### config.mk
export PLATFORM = sky130hd
export DESIGN_NAME = multicycle_controller_flat
export DESIGN_NICKNAME = d
export VERILOG_FILES = /design/src/rtl/multicycle_controller_pkg.sv /design/src/rtl/multicycle_controller_if.sv /design/src/rtl/multicycle_controller_decoder.sv /design/src/rtl/multicycle_controller.sv /design/src/flat_wrapper.sv
export SDC_FILE = /design/constraint.sdc
export NUM_CORES = 1
export LEC_CHECK = 0
export ABC_CLOCK_PERIOD_IN_PS = 1850
export CORE_ASPECT_RATIO = 0.75
export CORE_UTILIZATION = 35
export DETAILED_ROUTE_END_ITERATION = 6
export PLACE_DENSITY_LB_ADDON = 0.2
export RECOVER_POWER = 50
export SLEW_MARGIN = 10
export SYNTH_ARGS = -nofsm -noshare
export SYNTH_HDL_FRONTEND = slang
export SYNTH_SLANG_ARGS = --single-unit
### constraint.sdc
create_clock -name clk -period 1.85 [get_ports clk]
set_input_delay 0.2775 -clock clk [delete_from_list [all_inputs] [get_ports clk]]
set_output_delay 0.2775 -clock clk [all_outputs]
set_load 0.01 [all_outputs]
### src/rtl/multicycle_controller_pkg.sv
// Shared types and constants for the multi-cycle RV32I control sequencer.
package riscv_ctrl_pkg;

  // Sequencer states; one instruction walks FETCH..WRITEBACK, TRAP is terminal.
  typedef enum logic [2:0] {
    FETCH     = 3'd0,
    DECODE    = 3'd1,
    EXECUTE   = 3'd2,
    MEMORY    = 3'd3,
    WRITEBACK = 3'd4,
    TRAP      = 3'd5
  } ctrl_state_t;

  localparam logic [6:0] OP_RTYPE = 7'b0110011;
  localparam logic [6:0] OP_IALU  = 7'b0010011;
  localparam logic [6:0] OP_LOAD  = 7'b0000011;
  localparam logic [6:0] OP_STORE = 7'b0100011;
  localparam logic [6:0] F7_ALT   = 7'b0100000;
  localparam logic [2:0] F3_SR    = 3'b101;

  // The alternate ALU encoding (SUB/SRA) is only meaningful for R-type and
  // for the I-ALU shift-right form; ADDI never uses func7.
  function automatic logic alt_alu_op(input logic is_r, input logic is_ialu,
                                      input logic [2:0] func3, input logic [6:0] func7);
    logic alt;
    alt = 1'b0;
    if (func7 == F7_ALT) begin
      if (is_r) begin
        alt = 1'b1;
      end else if (is_ialu && (func3 == F3_SR)) begin
        alt = 1'b1;
      end else begin
        alt = 1'b0;
      end
    end else begin
      alt = 1'b0;
    end
    return alt;
  endfunction

endpackage

### src/rtl/multicycle_controller_if.sv
// Bundle of IR fields, memory handshakes and datapath control strobes.
interface multicycle_controller_if #(parameter int INSTRET_W = 32);
  logic [6:0]           opcode;
  logic [2:0]           func3;
  logic [6:0]           func7;
  logic                 imem_req;
  logic                 imem_ready;
  logic                 dmem_req;
  logic                 dmem_ready;
  logic                 pcWrite;
  logic                 irWrite;
  logic                 regWrite;
  logic                 aluSrc;
  logic                 subsra;
  logic                 memRead;
  logic                 memWrite;
  logic                 memToReg;
  logic                 illegal;
  logic [INSTRET_W-1:0] instret;

  // Controller side.
  modport master (
    input  opcode, func3, func7, imem_ready, dmem_ready,
    output imem_req, dmem_req, pcWrite, irWrite, regWrite, aluSrc, subsra,
           memRead, memWrite, memToReg, illegal, instret
  );

  // Datapath / memory side.
  modport slave (
    output opcode, func3, func7, imem_ready, dmem_ready,
    input  imem_req, dmem_req, pcWrite, irWrite, regWrite, aluSrc, subsra,
           memRead, memWrite, memToReg, illegal, instret
  );
endinterface

### src/rtl/multicycle_controller_decoder.sv
// Purely combinational instruction-class decoder for the supported RV32I subset.
import riscv_ctrl_pkg::*;

module inst_class_decoder (
  input  logic [6:0] opcode_i,
  input  logic [2:0] func3_i,
  input  logic [6:0] func7_i,
  output logic       is_r_o,
  output logic       is_ialu_o,
  output logic       is_load_o,
  output logic       is_store_o,
  output logic       is_illegal_o,
  output logic       alt_op_o
);

  // Classify the opcode; anything outside the four classes is illegal.
  always_comb begin
    is_r_o       = 1'b0;
    is_ialu_o    = 1'b0;
    is_load_o    = 1'b0;
    is_store_o   = 1'b0;
    is_illegal_o = 1'b0;
    case (opcode_i)
      OP_RTYPE: is_r_o       = 1'b1;
      OP_IALU:  is_ialu_o    = 1'b1;
      OP_LOAD:  is_load_o    = 1'b1;
      OP_STORE: is_store_o   = 1'b1;
      default:  is_illegal_o = 1'b1;
    endcase
    alt_op_o = alt_alu_op(is_r_o, is_ialu_o, func3_i, func7_i);
  end

endmodule

### src/rtl/multicycle_controller.sv
// Multi-cycle sequencer: FETCH/DECODE/EXECUTE/MEMORY/WRITEBACK with trap.
import riscv_ctrl_pkg::*;

module multicycle_controller #(
  parameter int INSTRET_W = 32
) (
  input logic                    clk,
  input logic                    rst_n,
  multicycle_controller_if.master bus
);

  ctrl_state_t          state_q, state_d;
  logic                 started_q;
  logic [INSTRET_W-1:0] instret_q, instret_d;

  logic is_r_s, is_ialu_s, is_load_s, is_store_s, is_illegal_s, alt_op_s;
  logic imem_req_s, dmem_req_s, pc_write_s, ir_write_s, reg_write_s;
  logic alu_src_s, subsra_s, mem_read_s, mem_write_s, mem_to_reg_s, illegal_s;
  logic retire_s;

  inst_class_decoder u_dec (
    .opcode_i     (bus.opcode),
    .func3_i      (bus.func3),
    .func7_i      (bus.func7),
    .is_r_o       (is_r_s),
    .is_ialu_o    (is_ialu_s),
    .is_load_o    (is_load_s),
    .is_store_o   (is_store_s),
    .is_illegal_o (is_illegal_s),
    .alt_op_o     (alt_op_s)
  );

  // State register; reset parks the sequencer in FETCH.
  always_ff @(posedge clk or negedge rst_n) begin
    if (!rst_n) begin
      state_q <= FETCH;
    end else begin
      state_q <= state_d;
    end
  end

  // Holds every output low until the first edge after reset release, so
  // imem_req only rises once the clock has actually run out of reset.
  always_ff @(posedge clk or negedge rst_n) begin
    if (!rst_n) begin
      started_q <= 1'b0;
    end else begin
      started_q <= 1'b1;
    end
  end

  // Next-state logic; handshakes only advance while the matching request is up.
  always_comb begin
    state_d = state_q;
    case (state_q)
      FETCH: begin
        if (started_q && bus.imem_ready) state_d = DECODE;
        else                              state_d = FETCH;
      end
      DECODE: begin
        if (is_illegal_s) state_d = TRAP;
        else              state_d = EXECUTE;
      end
      EXECUTE: begin
        if (is_load_s || is_store_s)   state_d = MEMORY;
        else if (is_r_s || is_ialu_s)  state_d = WRITEBACK;
        else                           state_d = TRAP;
      end
      MEMORY: begin
        if (!bus.dmem_ready)   state_d = MEMORY;
        else if (is_load_s)    state_d = WRITEBACK;
        else                   state_d = FETCH;
      end
      WRITEBACK: state_d = FETCH;
      TRAP:      state_d = TRAP;
      default:   state_d = FETCH;
    endcase
  end

  // An instruction retires when WRITEBACK ends or when a store completes.
  always_comb begin
    retire_s  = (state_q == WRITEBACK) ||
                ((state_q == MEMORY) && bus.dmem_ready && !is_load_s);
    if (retire_s) instret_d = instret_q + INSTRET_W'(1);
    else          instret_d = instret_q;
  end

  // Retired-instruction counter; wraps naturally at 2^INSTRET_W.
  always_ff @(posedge clk or negedge rst_n) begin
    if (!rst_n) begin
      instret_q <= '0;
    end else begin
      instret_q <= instret_d;
    end
  end

  // Moore outputs from state and IR class; only pcWrite/irWrite see imem_ready.
  always_comb begin
    imem_req_s   = 1'b0;
    dmem_req_s   = 1'b0;
    pc_write_s   = 1'b0;
    ir_write_s   = 1'b0;
    reg_write_s  = 1'b0;
    alu_src_s    = 1'b0;
    subsra_s     = 1'b0;
    mem_read_s   = 1'b0;
    mem_write_s  = 1'b0;
    mem_to_reg_s = 1'b0;
    illegal_s    = 1'b0;
    if (started_q) begin
      case (state_q)
        FETCH: begin
          imem_req_s = 1'b1;
          ir_write_s = bus.imem_ready;
          pc_write_s = bus.imem_ready;
        end
        EXECUTE: begin
          alu_src_s = !is_r_s;
          subsra_s  = alt_op_s;
        end
        MEMORY: begin
          dmem_req_s  = 1'b1;
          mem_read_s  = is_load_s;
          mem_write_s = is_store_s;
          alu_src_s   = 1'b1;
        end
        WRITEBACK: begin
          reg_write_s  = 1'b1;
          mem_to_reg_s = is_load_s;
        end
        TRAP:    illegal_s = 1'b1;
        default: illegal_s = 1'b0;
      endcase
    end else begin
      illegal_s = 1'b0;
    end
  end

  assign bus.imem_req = imem_req_s;
  assign bus.dmem_req = dmem_req_s;
  assign bus.pcWrite  = pc_write_s;
  assign bus.irWrite  = ir_write_s;
  assign bus.regWrite = reg_write_s;
  assign bus.aluSrc   = alu_src_s;
  assign bus.subsra   = subsra_s;
  assign bus.memRead  = mem_read_s;
  assign bus.memWrite = mem_write_s;
  assign bus.memToReg = mem_to_reg_s;
  assign bus.illegal  = illegal_s;
  assign bus.instret  = instret_q;

endmodule

### src/flat_wrapper.sv
// flat-port wrapper written by rule: the top's interface ports become plain ports
module multicycle_controller_flat 
#(
  parameter int INSTRET_W = 32
)
  (clk, rst_n, bus_opcode, bus_func3, bus_func7, bus_imem_ready, bus_dmem_ready, bus_imem_req, bus_dmem_req, bus_pcWrite, bus_irWrite, bus_regWrite, bus_aluSrc, bus_subsra, bus_memRead, bus_memWrite, bus_memToReg, bus_illegal, bus_instret);
  multicycle_controller_if #(.INSTRET_W(INSTRET_W)) bus_i ();
  input logic clk;
  input logic rst_n;
  input wire logic [$bits(bus_i.opcode)-1:0] bus_opcode;
  input wire logic [$bits(bus_i.func3)-1:0] bus_func3;
  input wire logic [$bits(bus_i.func7)-1:0] bus_func7;
  input wire logic [$bits(bus_i.imem_ready)-1:0] bus_imem_ready;
  input wire logic [$bits(bus_i.dmem_ready)-1:0] bus_dmem_ready;
  output wire logic [$bits(bus_i.imem_req)-1:0] bus_imem_req;
  output wire logic [$bits(bus_i.dmem_req)-1:0] bus_dmem_req;
  output wire logic [$bits(bus_i.pcWrite)-1:0] bus_pcWrite;
  output wire logic [$bits(bus_i.irWrite)-1:0] bus_irWrite;
  output wire logic [$bits(bus_i.regWrite)-1:0] bus_regWrite;
  output wire logic [$bits(bus_i.aluSrc)-1:0] bus_aluSrc;
  output wire logic [$bits(bus_i.subsra)-1:0] bus_subsra;
  output wire logic [$bits(bus_i.memRead)-1:0] bus_memRead;
  output wire logic [$bits(bus_i.memWrite)-1:0] bus_memWrite;
  output wire logic [$bits(bus_i.memToReg)-1:0] bus_memToReg;
  output wire logic [$bits(bus_i.illegal)-1:0] bus_illegal;
  output wire logic [$bits(bus_i.instret)-1:0] bus_instret;
  assign bus_i.opcode = bus_opcode;
  assign bus_i.func3 = bus_func3;
  assign bus_i.func7 = bus_func7;
  assign bus_i.imem_ready = bus_imem_ready;
  assign bus_i.dmem_ready = bus_dmem_ready;
  assign bus_imem_req = bus_i.imem_req;
  assign bus_dmem_req = bus_i.dmem_req;
  assign bus_pcWrite = bus_i.pcWrite;
  assign bus_irWrite = bus_i.irWrite;
  assign bus_regWrite = bus_i.regWrite;
  assign bus_aluSrc = bus_i.aluSrc;
  assign bus_subsra = bus_i.subsra;
  assign bus_memRead = bus_i.memRead;
  assign bus_memWrite = bus_i.memWrite;
  assign bus_memToReg = bus_i.memToReg;
  assign bus_illegal = bus_i.illegal;
  assign bus_instret = bus_i.instret;
  multicycle_controller #(.INSTRET_W(INSTRET_W)) u_core (.clk(clk), .rst_n(rst_n), .bus(bus_i));
endmodule
# Yosys cells after proc, flatten, opt, wreduce, memory -nomap -nowiden
# Cells that the tools add are included.
[totals]
regBits = 36
inputBits = 21
out_inout_bits = 43
word_cells = 60
[classes]
add_sub_neg = 1
n_eq_ne = 11
muxes = 34
n_reduce_logical = 11
[op_table]
columns = ["cell", "n"]
rows = [
  ["adder 32 x 1 -> 32 bit, second input constant", 1],
  ["two-way mux 1 bit", 28],
  ["equality test 7 x 6 -> 1 bit, second input constant", 3],
  ["case mux 3 bit (5 select lines)", 1],
  ["two-way mux 3 bit", 4],
  ["equality test 3 bit, second input constant", 3],
  ["equality test 7 x 2 -> 1 bit, second input constant", 1],
  ["equality test 7 x 5 -> 1 bit, second input constant", 1],
  ["equality test 3 x 2 -> 1 bit, second input constant", 2],
  ["logical AND 1 bit", 4],
  ["OR reduction 4 bit", 1],
  ["equality test 3 x 1 -> 1 bit, second input constant", 1],
  ["logical NOT 3 bit", 1],
  ["logical OR 1 bit", 3],
  ["logical NOT 1 bit", 2],
  ["case mux 1 bit (2 select lines)", 1],
]

# Depth between registers and ports, before layout
[depth]
word_depth = 8
depth_mapped = 8
ltp_nobuf = 5

# Modules after synthesis
# Synthesis repeated with hierarchy kept, for this count alone.
[hier_totals]
hier_cells = 200
hier_area_um2 = 1975.6
[by_module_without_submodules]
columns = ["mod", "n_inst", "cells_each", "area_per_inst_um2", "seq_area_each_um2"]
rows = [
  ["multicycle_controller", 1, 185, 1883.1, 900.9],
  ["inst_class_decoder", 1, 15, 92.6, 0.0],
]

# Worst setup path after synthesis
# Ideal clock, no wire load.
[synth_path]
path_type = "input port to flip-flop"
startpoint = "input port bus_opcode[2]"
endpoint = "register u_core.instret_q[11], in the netlist u_core.bus.instret[11]"
setup_time_ns = 0.129
arrival_ns = 1.591
t_required_ns = 1.721
setup_slack_ns = 0.129
stages = 6
n_path_buf = 1
cell_sequence = "or4_4 > o21ba_1 > buf_6 > o21a_1 > and3_1 > xor2_1"
[synth_via]
elab_chain_cells = 5
[synth_lines]
columns = ["item", "line", "text"]
rows = [
  ["start, declared", "flat_wrapper.sv:10", "input wire logic [$bits(bus_i.opcode)-1:0] bus_opcode;"],
  ["equality test 7 x 2 -> 1 bit", "multicycle_controller_decoder.sv:23", "case (opcode_i)"],
  ["two-way mux 1 bit", "multicycle_controller_decoder.sv:23", ""],
  ["logical NOT 1 bit", "multicycle_controller.sv:83", "((state_q == MEMORY) && bus.dmem_ready && !is_load_s);"],
  ["logical AND 1 bit", "multicycle_controller.sv:83", ""],
  ["logical OR 1 bit", "multicycle_controller.sv:82", "retire_s = (state_q == WRITEBACK) ||"],
  ["end signal, assigned", "multicycle_controller.sv:93", "instret_q <= instret_d;"],
  ["end, declared", "multicycle_controller.sv:14", "logic [INSTRET_W-1:0] instret_q, instret_d;"],
]
# No other way between the ends.
# A chain may end at the register's enable or synchronous reset.

# Final worst setup path
[layout_path]
startpoint = "input port bus_opcode[4]"
endpoint = "output port bus_memToReg"
[layout_via]
elab_chain_cells = 4
[layout_lines]
columns = ["item", "line", "text"]
rows = [
  ["equality test 7 x 2 -> 1 bit", "multicycle_controller_decoder.sv:23", ""],
  ["two-way mux 1 bit", "multicycle_controller_decoder.sv:23", ""],
  ["two-way mux 1 bit", "multicycle_controller.sv:111", "case (state_q)"],
  ["two-way mux 1 bit", "multicycle_controller.sv:110", "if (started_q) begin"],
  ["end, declared", "flat_wrapper.sv:24", "output wire logic [$bits(bus_i.memToReg)-1:0] bus_memToReg;"],
]
# No other way between the ends.

==> metrics.csv <==
metric;value;unit
run status;complete, no violations;
global-route wire length before repair;7550;µm
Die X;86.3;µm
syn_area_per_cell;10.4;µm²
largest net degree at the start of global routing;37;
final hold vios;0;
Top Ports;64;
fin util;57.5;%
crit path to;bus_memToReg;
Ant. Diodes;0;
met2 WL;2090;µm
Leak Pwr;1.37;nW
number of flops mapped to enable cells by yosys;0;
Least-Margin Pin Slew;0.899;ns
dominant cells by area after synthesis;dfrtp_1 48%, xnor2_1 8.9%, xor2_1 5.6%;
r2r setup slk;0.10;ns
syn_nets;201;
CORE AREA;0.00501;mm²
Met1 Routed Length;2260;µm
critical path endpoint category;primary output;
worst min-delay path category;reg -> reg;
post-route minimum period;1.82;ns
drt total wl;4640;µm
Synth cell types;40;
die footprint;0.00563;mm²
Crit Reg-Reg Startpoint;u_core.state_q[1];
Synth warnings;0;
top cells by count, synth;36 x dfrtp_1, 19 x xnor2_1, 12 x nand2_1, 12 x xor2_1, 11 x and3_1;
clock-pin slew on the worst setup and hold paths;0.08;ns
ratio of cells with drive above 1 in the final layout;22.4;%
Clock Path Buffers;2;
Rows;22;
vias in the first global route;1574;
port bufs;63;
via/cell ratio;4.85;
critical path type;in -> out;
top-area cell type share of the netlist area;48.3;%
RSZ-0062 raised after global routing;true;
post-DR wirelength/cell;13.5;µm
via count;1669;
Area Overhead vs Synth;54.6;%
Detail Route Antenna Nets;0;
share of the clock period used by the worst path;98.5;%
crit-path max FO;3;
register area share after synthesis;48.3;%
Starting Density;37.2;%
drt initial violations;65;
Mapped Area;0.00186;mm²
R2R cell count;7;
R2R Path End;u_core.bus.instret[16];
DR WL met3;240;µm
CTS Buf Count;5;
startpoint types;input pin;
most common cell in the netlist;dfrtp_1;
PD cells;795;mW/mm²
CP required;1.57;ns
cell taking the most area after synthesis;dfrtp_1;
Die Y-Extent;65.2;µm
H-tree Lvls;2;
max frequency;549;MHz
Clock Latency Late Sink;0.29;ns
clock skew;0.00706;ns
Overall Global Routing Usage;17.8;%
CTS root buffer;clkbuf_8;
pre-CTS WS;-0.634;ns
layout net count;293;
final setup margin;0.0280;ns
Rel. slew slack;40.1;%
Slew Limit Fails;0;
Setup Viol. Count Final;0;
TritonCTS clock tree;done;
DRC;0;
initial antenna violation count;0;
async set-reset flop share out of synthesis;100;%
Peak VDD IR;0.647;mV
Post-synth top flop;dfrtp_1;
highest routed layer;met4;
remaining global-route overflow;0;
Sink Count;36;
maxcap violations;0;
Post-CTS Hold Buffers;0;
post-DP HPWL;3420;µm
Synth Instances;179;
Worst EP arrival;1.54;ns
drt first pass iters;4;
routability cong.;0.843;
Synth Register Bits;36;
CP Launch Point;bus_opcode[4];
[logic make-up (layout without fill, tap and decap cells)]
| group | Yosys count | after routing | share of synthesized area, % |
|---|---|---|---|
| buffers and inverters | 10 | 103 | 3.22 |
| AO/OA/AOI/OAI | 18 | 18 | 6.78 |
| AND/OR/NAND/NOR | 81 | 81 | 25.6 |
| XOR/XNOR | 31 | 31 | 14.6 |
| flip-flops | 36 | 36 | 48.3 |
| adder cells (fa/ha/maj) | 1 | 1 | 0.671 |
| other | 1 | 1 | 0.201 |
| multiplexers | 1 | 1 | 0.604 |
[registers in the layout, indices dropped and copies added, names as in the netlist]
register            cells
u_core.bus.instret     32
u_core.started_q        1
u_core.state_q          3
[power by group]
part	internal [mW]	switching [mW]	total, mW
combinational	0.356	0.267	0.623
clock	0.400	0.286	0.686
sequential	0.874	0.107	0.982
[critical path, stage by stage]
cell and delay (ns):
dlygate4sd2_1 0.24, or4_4 0.52, or2_4 0.26, nor2b_1 0.11
buf_2 0.13
[area by class of cell]
cell class | count | area, µm²
clock inverter | 2 | 35.0
tap | 72 | 90.1
sequential | 36 | 903
timing repair buffer | 91 | 808
multi-input combinational | 133 | 957
inverter | 4 | 15.0
clock buffer | 6 | 72.6
fill | 457 | 2130
[stage by stage]
step                setup TNS (ns)  total power [mW]  cells  area [µm²]  hold slack (ns)
finish                           0              2.29    344        2880            0.479
detailed placement          -14.26              1.60    329        2710            0.479
global placement            -13.65              1.60    329        2710            0.475
floorplan                        0              1.25    179        1860          -0.0181
global route               -0.0561              2.42    344        2880            0.521
CTS                        -0.0116              2.29    342        2840            0.426
[per-layer routing]
layer,up-vias,global-route usage [%]
met3,7,3.89
met4,0,6.88
met5,-,0
met1,802,24.2
li1,814,-
met2,46,27.6
[cell usage in the layout, fill, tap and decap left out, types with 3 or more instances in the layout]
cell type,instances
buf_2,5
nor4_1,4
and3_1,10
clkdlybuf4s50_1,30
dlygate4sd3_1,15
nand2_1,12
nand4_1,5
xnor2_1,19
clkbuf_8,5
nor3_1,8
dfrtp_1,34
nand3_1,7
o21ai_0,7
nor2b_1,3
nor2_1,8
xor2_1,12
dlygate4sd2_1,10
inv_1,4
buf_4,25
[worst min path at each step]
stage | cells past startpoint | endpoint | slack, ns | start
floorplan | 0 | u_core.bus.instret[0] | -0.02 | rst_n
global placement | 1 | u_core.bus.instret[31] | 0.48 | u_core.bus.instret[31]
detailed placement | 1 | u_core.bus.instret[31] | 0.48 | u_core.bus.instret[31]
CTS | 2 | u_core.bus.instret[30] | 0.43 | rst_n
global route | 1 | u_core.bus.instret[21] | 0.52 | u_core.bus.instret[21]
finish | 1 | u_core.bus.instret[31] | 0.48 | u_core.bus.instret[31]
[timing repair]
item | in CTS | in global routing
pin swaps | 6 | 4
buffers inserted | 5 | 2
gates resized for setup | 43 | 14
endpoints found under the setup margin | 37 | 11
Power figures use the tool's default switching activity.
